### config.mk
export PLATFORM = sky130hd
export DESIGN_NAME = uart_cmd_parser_flat
export DESIGN_NICKNAME = d
export VERILOG_FILES = /design/src/rtl/uart_cmd_parser_if.sv /design/src/rtl/uart_cmd_parser.sv /design/src/flat_wrapper.sv
export SDC_FILE = /design/constraint.sdc
export NUM_CORES = 1
export LEC_CHECK = 0
export ABC_AREA = 1
export BUFFER_PORTS_ARGS = -buffer_cell sky130_fd_sc_hd__buf_4
export CORE_MARGIN = 2
export CORE_UTILIZATION = 55
export CTS_BUF_LIST = sky130_fd_sc_hd__clkbuf_2 sky130_fd_sc_hd__clkbuf_4 sky130_fd_sc_hd__clkbuf_8
export DETAILED_ROUTE_END_ITERATION = 8
export GPL_TIMING_DRIVEN = 0
export PLACE_DENSITY_LB_ADDON = 0.12
export SYNTH_ARGS = -nofsm -noshare
export SYNTH_HDL_FRONTEND = slang
export SYNTH_SLANG_ARGS = --single-unit
### constraint.sdc
create_clock -name PCLK -period 1.85 [get_ports PCLK]
set_input_delay 0.0925 -clock PCLK [delete_from_list [all_inputs] [get_ports PCLK]]
set_output_delay 0.0925 -clock PCLK [all_outputs]
set_load 0.02 [all_outputs]
### src/rtl/uart_cmd_parser_if.sv
// Byte-stream and command bus between the RX FIFO, the command parser and board control.
// The parser is the master: it pulls bytes and pushes decoded commands.
interface uart_cmd_parser_if;
    logic        EMPTY;
    logic [7:0]  RX_DATA;
    logic        RE_N;
    logic        CMD_VALID;
    logic [7:0]  CMD_CODE;
    logic [7:0]  CMD_ADDR;
    logic [15:0] CMD_DATA;
    logic        FRAME_ERR;
    logic [7:0]  ERR_COUNT;

    modport master (
        input  EMPTY, RX_DATA,
        output RE_N, CMD_VALID, CMD_CODE, CMD_ADDR, CMD_DATA, FRAME_ERR, ERR_COUNT
    );

    modport slave (
        output EMPTY, RX_DATA,
        input  RE_N, CMD_VALID, CMD_CODE, CMD_ADDR, CMD_DATA, FRAME_ERR, ERR_COUNT
    );
endinterface

### src/rtl/uart_cmd_parser.sv
// Drains the RX byte FIFO, frames 7-byte sync/cmd/addr/data/checksum packets and
// strobes each validated command; bad checksums and stalled frames raise FRAME_ERR.
module uart_cmd_parser #(
    parameter logic [7:0]  SYNC0   = 8'h55,
    parameter logic [7:0]  SYNC1   = 8'hAA,
    parameter logic [19:0] TIMEOUT = 20'd100000
) (
    input logic               PCLK,
    input logic               PRESETN,
    uart_cmd_parser_if.master bus
);
    // Compared against the registered count so FRAME_ERR lands TIMEOUT cycles after the byte.
    localparam logic [19:0] TMO_LAST = TIMEOUT - 20'd2;

    typedef enum logic [1:0] {F_IDLE, F_RD, F_DAT} fetch_e;
    typedef enum logic [2:0] {S_SYNC0, S_SYNC1, S_CMD, S_ADDR, S_DH, S_DL, S_CHK} parse_e;

    fetch_e      fetch_q, fetch_d;
    parse_e      state_q, state_d;
    logic [7:0]  code_q, code_d, addr_q, addr_d, dh_q, dh_d, dl_q, dl_d, chk_q, chk_d;
    logic [19:0] tmr_q, tmr_d;
    logic        cmd_valid_q, cmd_valid_d, frame_err_q, frame_err_d;
    logic [7:0]  cmd_code_q, cmd_code_d, cmd_addr_q, cmd_addr_d, err_cnt_q, err_cnt_d;
    logic [15:0] cmd_data_q, cmd_data_d;
    logic        byte_vld;
    logic [7:0]  rx_byte;

    always_comb begin
        fetch_d = fetch_q;
        unique case (fetch_q)
            F_IDLE:  if (!bus.EMPTY) fetch_d = F_RD;
            F_RD:    fetch_d = bus.EMPTY ? F_IDLE : F_DAT;
            F_DAT:   fetch_d = F_IDLE;
            default: fetch_d = F_IDLE;
        endcase
    end

    assign byte_vld = (fetch_q == F_DAT);
    assign rx_byte  = bus.RX_DATA;
    // Gated so a read can never be issued against an empty FIFO or during reset.
    assign bus.RE_N = ~(PRESETN && (fetch_q == F_RD) && !bus.EMPTY);

    always_comb begin
        state_d     = state_q;
        code_d      = code_q;
        addr_d      = addr_q;
        dh_d        = dh_q;
        dl_d        = dl_q;
        chk_d       = chk_q;
        cmd_valid_d = 1'b0;
        frame_err_d = 1'b0;
        cmd_code_d  = cmd_code_q;
        cmd_addr_d  = cmd_addr_q;
        cmd_data_d  = cmd_data_q;

        if (byte_vld) begin
            unique case (state_q)
                S_SYNC0: if (rx_byte == SYNC0) state_d = S_SYNC1;
                S_SYNC1: begin
                    if (rx_byte == SYNC1) begin
                        state_d = S_CMD;
                    end else if (rx_byte != SYNC0) begin
                        state_d = S_SYNC0;
                    end
                end
                S_CMD: begin
                    code_d  = rx_byte;
                    chk_d   = rx_byte;
                    state_d = S_ADDR;
                end
                S_ADDR: begin
                    addr_d  = rx_byte;
                    chk_d   = chk_q ^ rx_byte;
                    state_d = S_DH;
                end
                S_DH: begin
                    dh_d    = rx_byte;
                    chk_d   = chk_q ^ rx_byte;
                    state_d = S_DL;
                end
                S_DL: begin
                    dl_d    = rx_byte;
                    chk_d   = chk_q ^ rx_byte;
                    state_d = S_CHK;
                end
                S_CHK: begin
                    if (rx_byte == chk_q) begin
                        cmd_valid_d = 1'b1;
                        cmd_code_d  = code_q;
                        cmd_addr_d  = addr_q;
                        cmd_data_d  = {dh_q, dl_q};
                    end else begin
                        frame_err_d = 1'b1;
                    end
                    state_d = S_SYNC0;
                end
                default: state_d = S_SYNC0;
            endcase
        end else if ((state_q != S_SYNC0) && (tmr_q == TMO_LAST)) begin
            frame_err_d = 1'b1;
            state_d     = S_SYNC0;
        end

        tmr_d     = (byte_vld || (state_d == S_SYNC0)) ? 20'd0 : tmr_q + 20'd1;
        err_cnt_d = (frame_err_d && (err_cnt_q != 8'hFF)) ? err_cnt_q + 8'd1 : err_cnt_q;
    end

    always_ff @(posedge PCLK) begin
        if (!PRESETN) begin
            fetch_q     <= F_IDLE;
            state_q     <= S_SYNC0;
            code_q      <= 8'd0;
            addr_q      <= 8'd0;
            dh_q        <= 8'd0;
            dl_q        <= 8'd0;
            chk_q       <= 8'd0;
            tmr_q       <= 20'd0;
            cmd_valid_q <= 1'b0;
            frame_err_q <= 1'b0;
            cmd_code_q  <= 8'd0;
            cmd_addr_q  <= 8'd0;
            cmd_data_q  <= 16'd0;
            err_cnt_q   <= 8'd0;
        end else begin
            fetch_q     <= fetch_d;
            state_q     <= state_d;
            code_q      <= code_d;
            addr_q      <= addr_d;
            dh_q        <= dh_d;
            dl_q        <= dl_d;
            chk_q       <= chk_d;
            tmr_q       <= tmr_d;
            cmd_valid_q <= cmd_valid_d;
            frame_err_q <= frame_err_d;
            cmd_code_q  <= cmd_code_d;
            cmd_addr_q  <= cmd_addr_d;
            cmd_data_q  <= cmd_data_d;
            err_cnt_q   <= err_cnt_d;
        end
    end

    assign bus.CMD_VALID = cmd_valid_q;
    assign bus.FRAME_ERR = frame_err_q;
    assign bus.CMD_CODE  = cmd_code_q;
    assign bus.CMD_ADDR  = cmd_addr_q;
    assign bus.CMD_DATA  = cmd_data_q;
    assign bus.ERR_COUNT = err_cnt_q;
endmodule
### src/flat_wrapper.sv
// flat-port wrapper written by rule: the top's interface ports become plain ports
module uart_cmd_parser_flat 
#(
    parameter logic [7:0]  SYNC0   = 8'h55,
    parameter logic [7:0]  SYNC1   = 8'hAA,
    parameter logic [19:0] TIMEOUT = 20'd100000
)
  (PCLK, PRESETN, bus_EMPTY, bus_RX_DATA, bus_RE_N, bus_CMD_VALID, bus_CMD_CODE, bus_CMD_ADDR, bus_CMD_DATA, bus_FRAME_ERR, bus_ERR_COUNT);
  uart_cmd_parser_if bus_i ();
  input logic PCLK;
  input logic PRESETN;
  input wire logic [$bits(bus_i.EMPTY)-1:0] bus_EMPTY;
  input wire logic [$bits(bus_i.RX_DATA)-1:0] bus_RX_DATA;
  output wire logic [$bits(bus_i.RE_N)-1:0] bus_RE_N;
  output wire logic [$bits(bus_i.CMD_VALID)-1:0] bus_CMD_VALID;
  output wire logic [$bits(bus_i.CMD_CODE)-1:0] bus_CMD_CODE;
  output wire logic [$bits(bus_i.CMD_ADDR)-1:0] bus_CMD_ADDR;
  output wire logic [$bits(bus_i.CMD_DATA)-1:0] bus_CMD_DATA;
  output wire logic [$bits(bus_i.FRAME_ERR)-1:0] bus_FRAME_ERR;
  output wire logic [$bits(bus_i.ERR_COUNT)-1:0] bus_ERR_COUNT;
  assign bus_i.EMPTY = bus_EMPTY;
  assign bus_i.RX_DATA = bus_RX_DATA;
  assign bus_RE_N = bus_i.RE_N;
  assign bus_CMD_VALID = bus_i.CMD_VALID;
  assign bus_CMD_CODE = bus_i.CMD_CODE;
  assign bus_CMD_ADDR = bus_i.CMD_ADDR;
  assign bus_CMD_DATA = bus_i.CMD_DATA;
  assign bus_FRAME_ERR = bus_i.FRAME_ERR;
  assign bus_ERR_COUNT = bus_i.ERR_COUNT;
  uart_cmd_parser #(.SYNC0(SYNC0), .SYNC1(SYNC1), .TIMEOUT(TIMEOUT)) u_core (.PCLK(PCLK), .PRESETN(PRESETN), .bus(bus_i));
endmodule
==> results.yml <==
final_layout:
  stdcell_count: 772
  drive_gt1_frac: 0.216
  syn_to_final_growth_pct: 16.6
  mostFrequentLayoutCell: "dfxtp_1"
  nets: 676
  final_util: 0.657
  fin_area_um2: 5370
  layout_common_cells: "dfxtp_1, nand2_1, a21oi_1, inv_1, o21ai_0"
  diodes: 0
timing:
  clock_skew_ps: 21.7
  period_needed_ps: 1670
  hold_viol_final: 0
  slew_viol_final: 0
  whs_ps: 22.1
  final.setup.tns_ps: 0
  relSlewSlack: 0.683
  fmax_mhz: 598
  setup_viol: 0
  period_share: 0.904
  rsz0062_at_grt: "no"
  tightest_slew_ps: 476
clocking:
  htreeDepth: 3
  clk_pin_slew_worst_paths_ps: 100
  clock-sinks: 107
  cts_buffers: 9
  clock_path_buffers: 2
  cts-root-buf: "clkbuf_8"
  cts_tree: "yes"
  clk_latency_ps: 380
critical_path:
  max_stage_delay_ps: 530
  start_kind: "input pin"
  crit_top_cell: "nand2_1"
  critPathKind: "input pin to flip-flop"
  cp.arrival_ps: 1940
  cp_slowest_cell: "dlygate4sd3_1"
  reg2regPathDepth: 10
  required_ps: 2120
  cp-end-kind: "flip-flop"
  worstPathMaxFanout: 10
  crit_chain: "dlygate4sd3_1, buf_4, inv_2, nand2_1, nand2_1, nand2_1, nor2_2, nand3_1, buf_4, buf_2, o21ai_0, a21oi_1"
logic_synthesis:
  yosys-top-cells-area: "dfxtp_1, a21oi_1, nand2_1"
  synth_top_area_share: 0.465
  synth_area_per_cell_um2: 7.72
  syn_nets: 611
  synth.cell_area_um2: 4610
  synthDistinctLibCells: 32
  synth_seq_area_share: 0.465
  yosys.area.top_type: "dfxtp_1"
  ys.warnings.count: 0
  synth_cells: 597
  ys_ff_latch: 107
drt:
  antenna_left: 0
  drt_wl_total_mm: 10.1
  dr.pass1.iters: 5
  num_vias: 4016
  drc: 0
  drt_iter0_markers: 162
  routedWlPerCell_um: 13.1
  avgViaCountPerCell: 5.20
floorplanning:
  core_um2: 8180
  fp-row-count: 33
  pin_count: 54
  design.die.area_um2: 9120
  start_util: 0.564
  fp.dieW_um: 95.5
  die_y_um: 95.5
power:
  ir_worst_vdd_v: 0.000529
  pwr-share-clk: 0.366
  p_sw_frac: 0.252
  p_per_area_nw_per_um2: 717
  p_sw_w: 0.000970
  p_leak_nw: 2.09
  combPwrFrac: 0.036
  p_seq_frac: 0.598
  p_int_w: 0.00288
grt:
  top_usage_layer: "met2"
  gr-total-overflow: 0
  grt_usage: 0.230
  antenna_found_initial: 0
  grtUsageMet1: 0.279
  grt_pass1_wl_mm: 16.5
  use_met2: 0.386
  grt_use_met3: 0.0435
  grt_pass1_vias: 3692
  grt_max_degree: 22
placed_design:
  dp.cells: 754
  placed_area_um2: 5130
  io_buffers: 52
  dpl.hpwl_mm: 7.27
  gp_congestion: 0.873
status:
  outcome: "complete, no violations"
worst_hold_path:
  min_delay_path_depth: 3
  hold_class: "input pin to flip-flop"
run:
  cap_violations: 0
==> per-layer routing <==
layer	share of wire	vias to the layer above
li1	-	2074
met1	0.45	1814
met3	0.045	25
met4	0.036	0
met2	0.47	103
met5	0	-
==> synthesized netlist by cell type <==
cell type and number:
dfxtp_1 107, nor2_4 1, o21ai_1 11, nor4_1 2, nand2_1 83, nand2_2 5, nor3_1 6, nand2_4 3
a31oi_1 8, nor3b_1 1, a21oi_1 73, xor2_1 14, clkbuf_1 10, o21ai_0 59, inv_1 65, inv_4 1
buf_4 2, inv_2 11, nor3_4 1, ha_1 3, nand3b_1 1, a21oi_2 3, nand3_1 31, xnor2_1 8
buf_6 4, a211oi_1 2, nor2_2 26, buf_2 10, nand3_2 1, nor3_2 2, nor2_1 36, nand4_1 7
==> flip-flops by register name (all words and copies together), names as in the netlist <==
register / flops
u_core.bus.CMD_VALID: 1
u_core.bus.CMD_ADDR: 8
u_core.bus.FRAME_ERR: 1
u_core.addr_q: 8
u_core.dl_q: 8
u_core.bus.CMD_CODE: 8
u_core.fetch_q: 2
u_core.chk_q: 8
u_core.state_q: 3
u_core.bus.CMD_DATA: 16
u_core.dh_q: 8
u_core.bus.ERR_COUNT: 8
u_core.code_q: 8
u_core.tmr_q: 20
==> path summary, 6_finish.rpt <==
kind | startpoint | slack (ps) | to
setup reg to reg | u_core.tmr_q[1]$_SDFF_PP0_ | 180 | u_core.tmr_q[12]$_SDFF_PP0_
hold / removal | bus_RX_DATA[1] | 20 | u_core.chk_q[1]$_SDFFE_PN0P_
hold reg to reg | u_core.fetch_q[0]$_SDFFE_PN0P_ | 430 | u_core.fetch_q[0]$_SDFFE_PN0P_
setup / recovery | bus_RX_DATA[3] | 180 | u_core.bus.CMD_ADDR[4]$_SDFFE_PN0P_
==> power by group through the flow <==
| stage | combinational [W] | sequential, W | clock [W] |
|---|---|---|---|
| floorplan | 0.0000746 | 0.00236 | 0 |
| global placement | 0.000130 | 0.00236 | 0 |
| detailed placement | 0.000133 | 0.00236 | 0 |
| CTS | 0.000137 | 0.00231 | 0.00143 |
| global route | 0.000151 | 0.00231 | 0.00153 |
| finish | 0.000139 | 0.00230 | 0.00141 |
==> worst max-delay path, delay by kind of cell <==
kind	cells	cell delay, ps
AO/OA/AOI/OAI	2	220
AND/OR/NAND/NOR	5	450
buffers and inverters	5	1170
==> area by class of cell <==
class	count	area, µm²
fill	727	2800
sequential	107	2140
multi-input combinational	387	2050
timing repair buffer	54	410
inverter	77	292
buffer	26	148
tap	105	131
clock buffer	9	124
clock inverter	7	78.8
==> cells by family after synthesis <==
| family | synth area share |
|---|---|
| buf+inv | 0.0953 |
| xor+xnor | 0.0418 |
| simple gates | 0.215 |
| fa+ha+maj | 0.00815 |
| compound gates | 0.175 |
| flops | 0.465 |
==> what timing repair did <==
action,in CTS,in global routing
endpoints found under the hold margin,3,0
setup buffers,0,0
gates resized for setup,0,7
hold buffers,2,0
endpoints found under the setup margin,0,20
==> stage by stage <==
step / setup slack (ps) / total power (W)
2_1_floorplan: 185 / 0.00243
4_1_cts: 17.4 / 0.00387
5_1_grt: 7.70 / 0.00399
3_3_place_gp: 98.1 / 0.00249
6_report: 177 / 0.00385
3_5_place_dp: 76.3 / 0.00249
(Power assumes the default switching activity.)
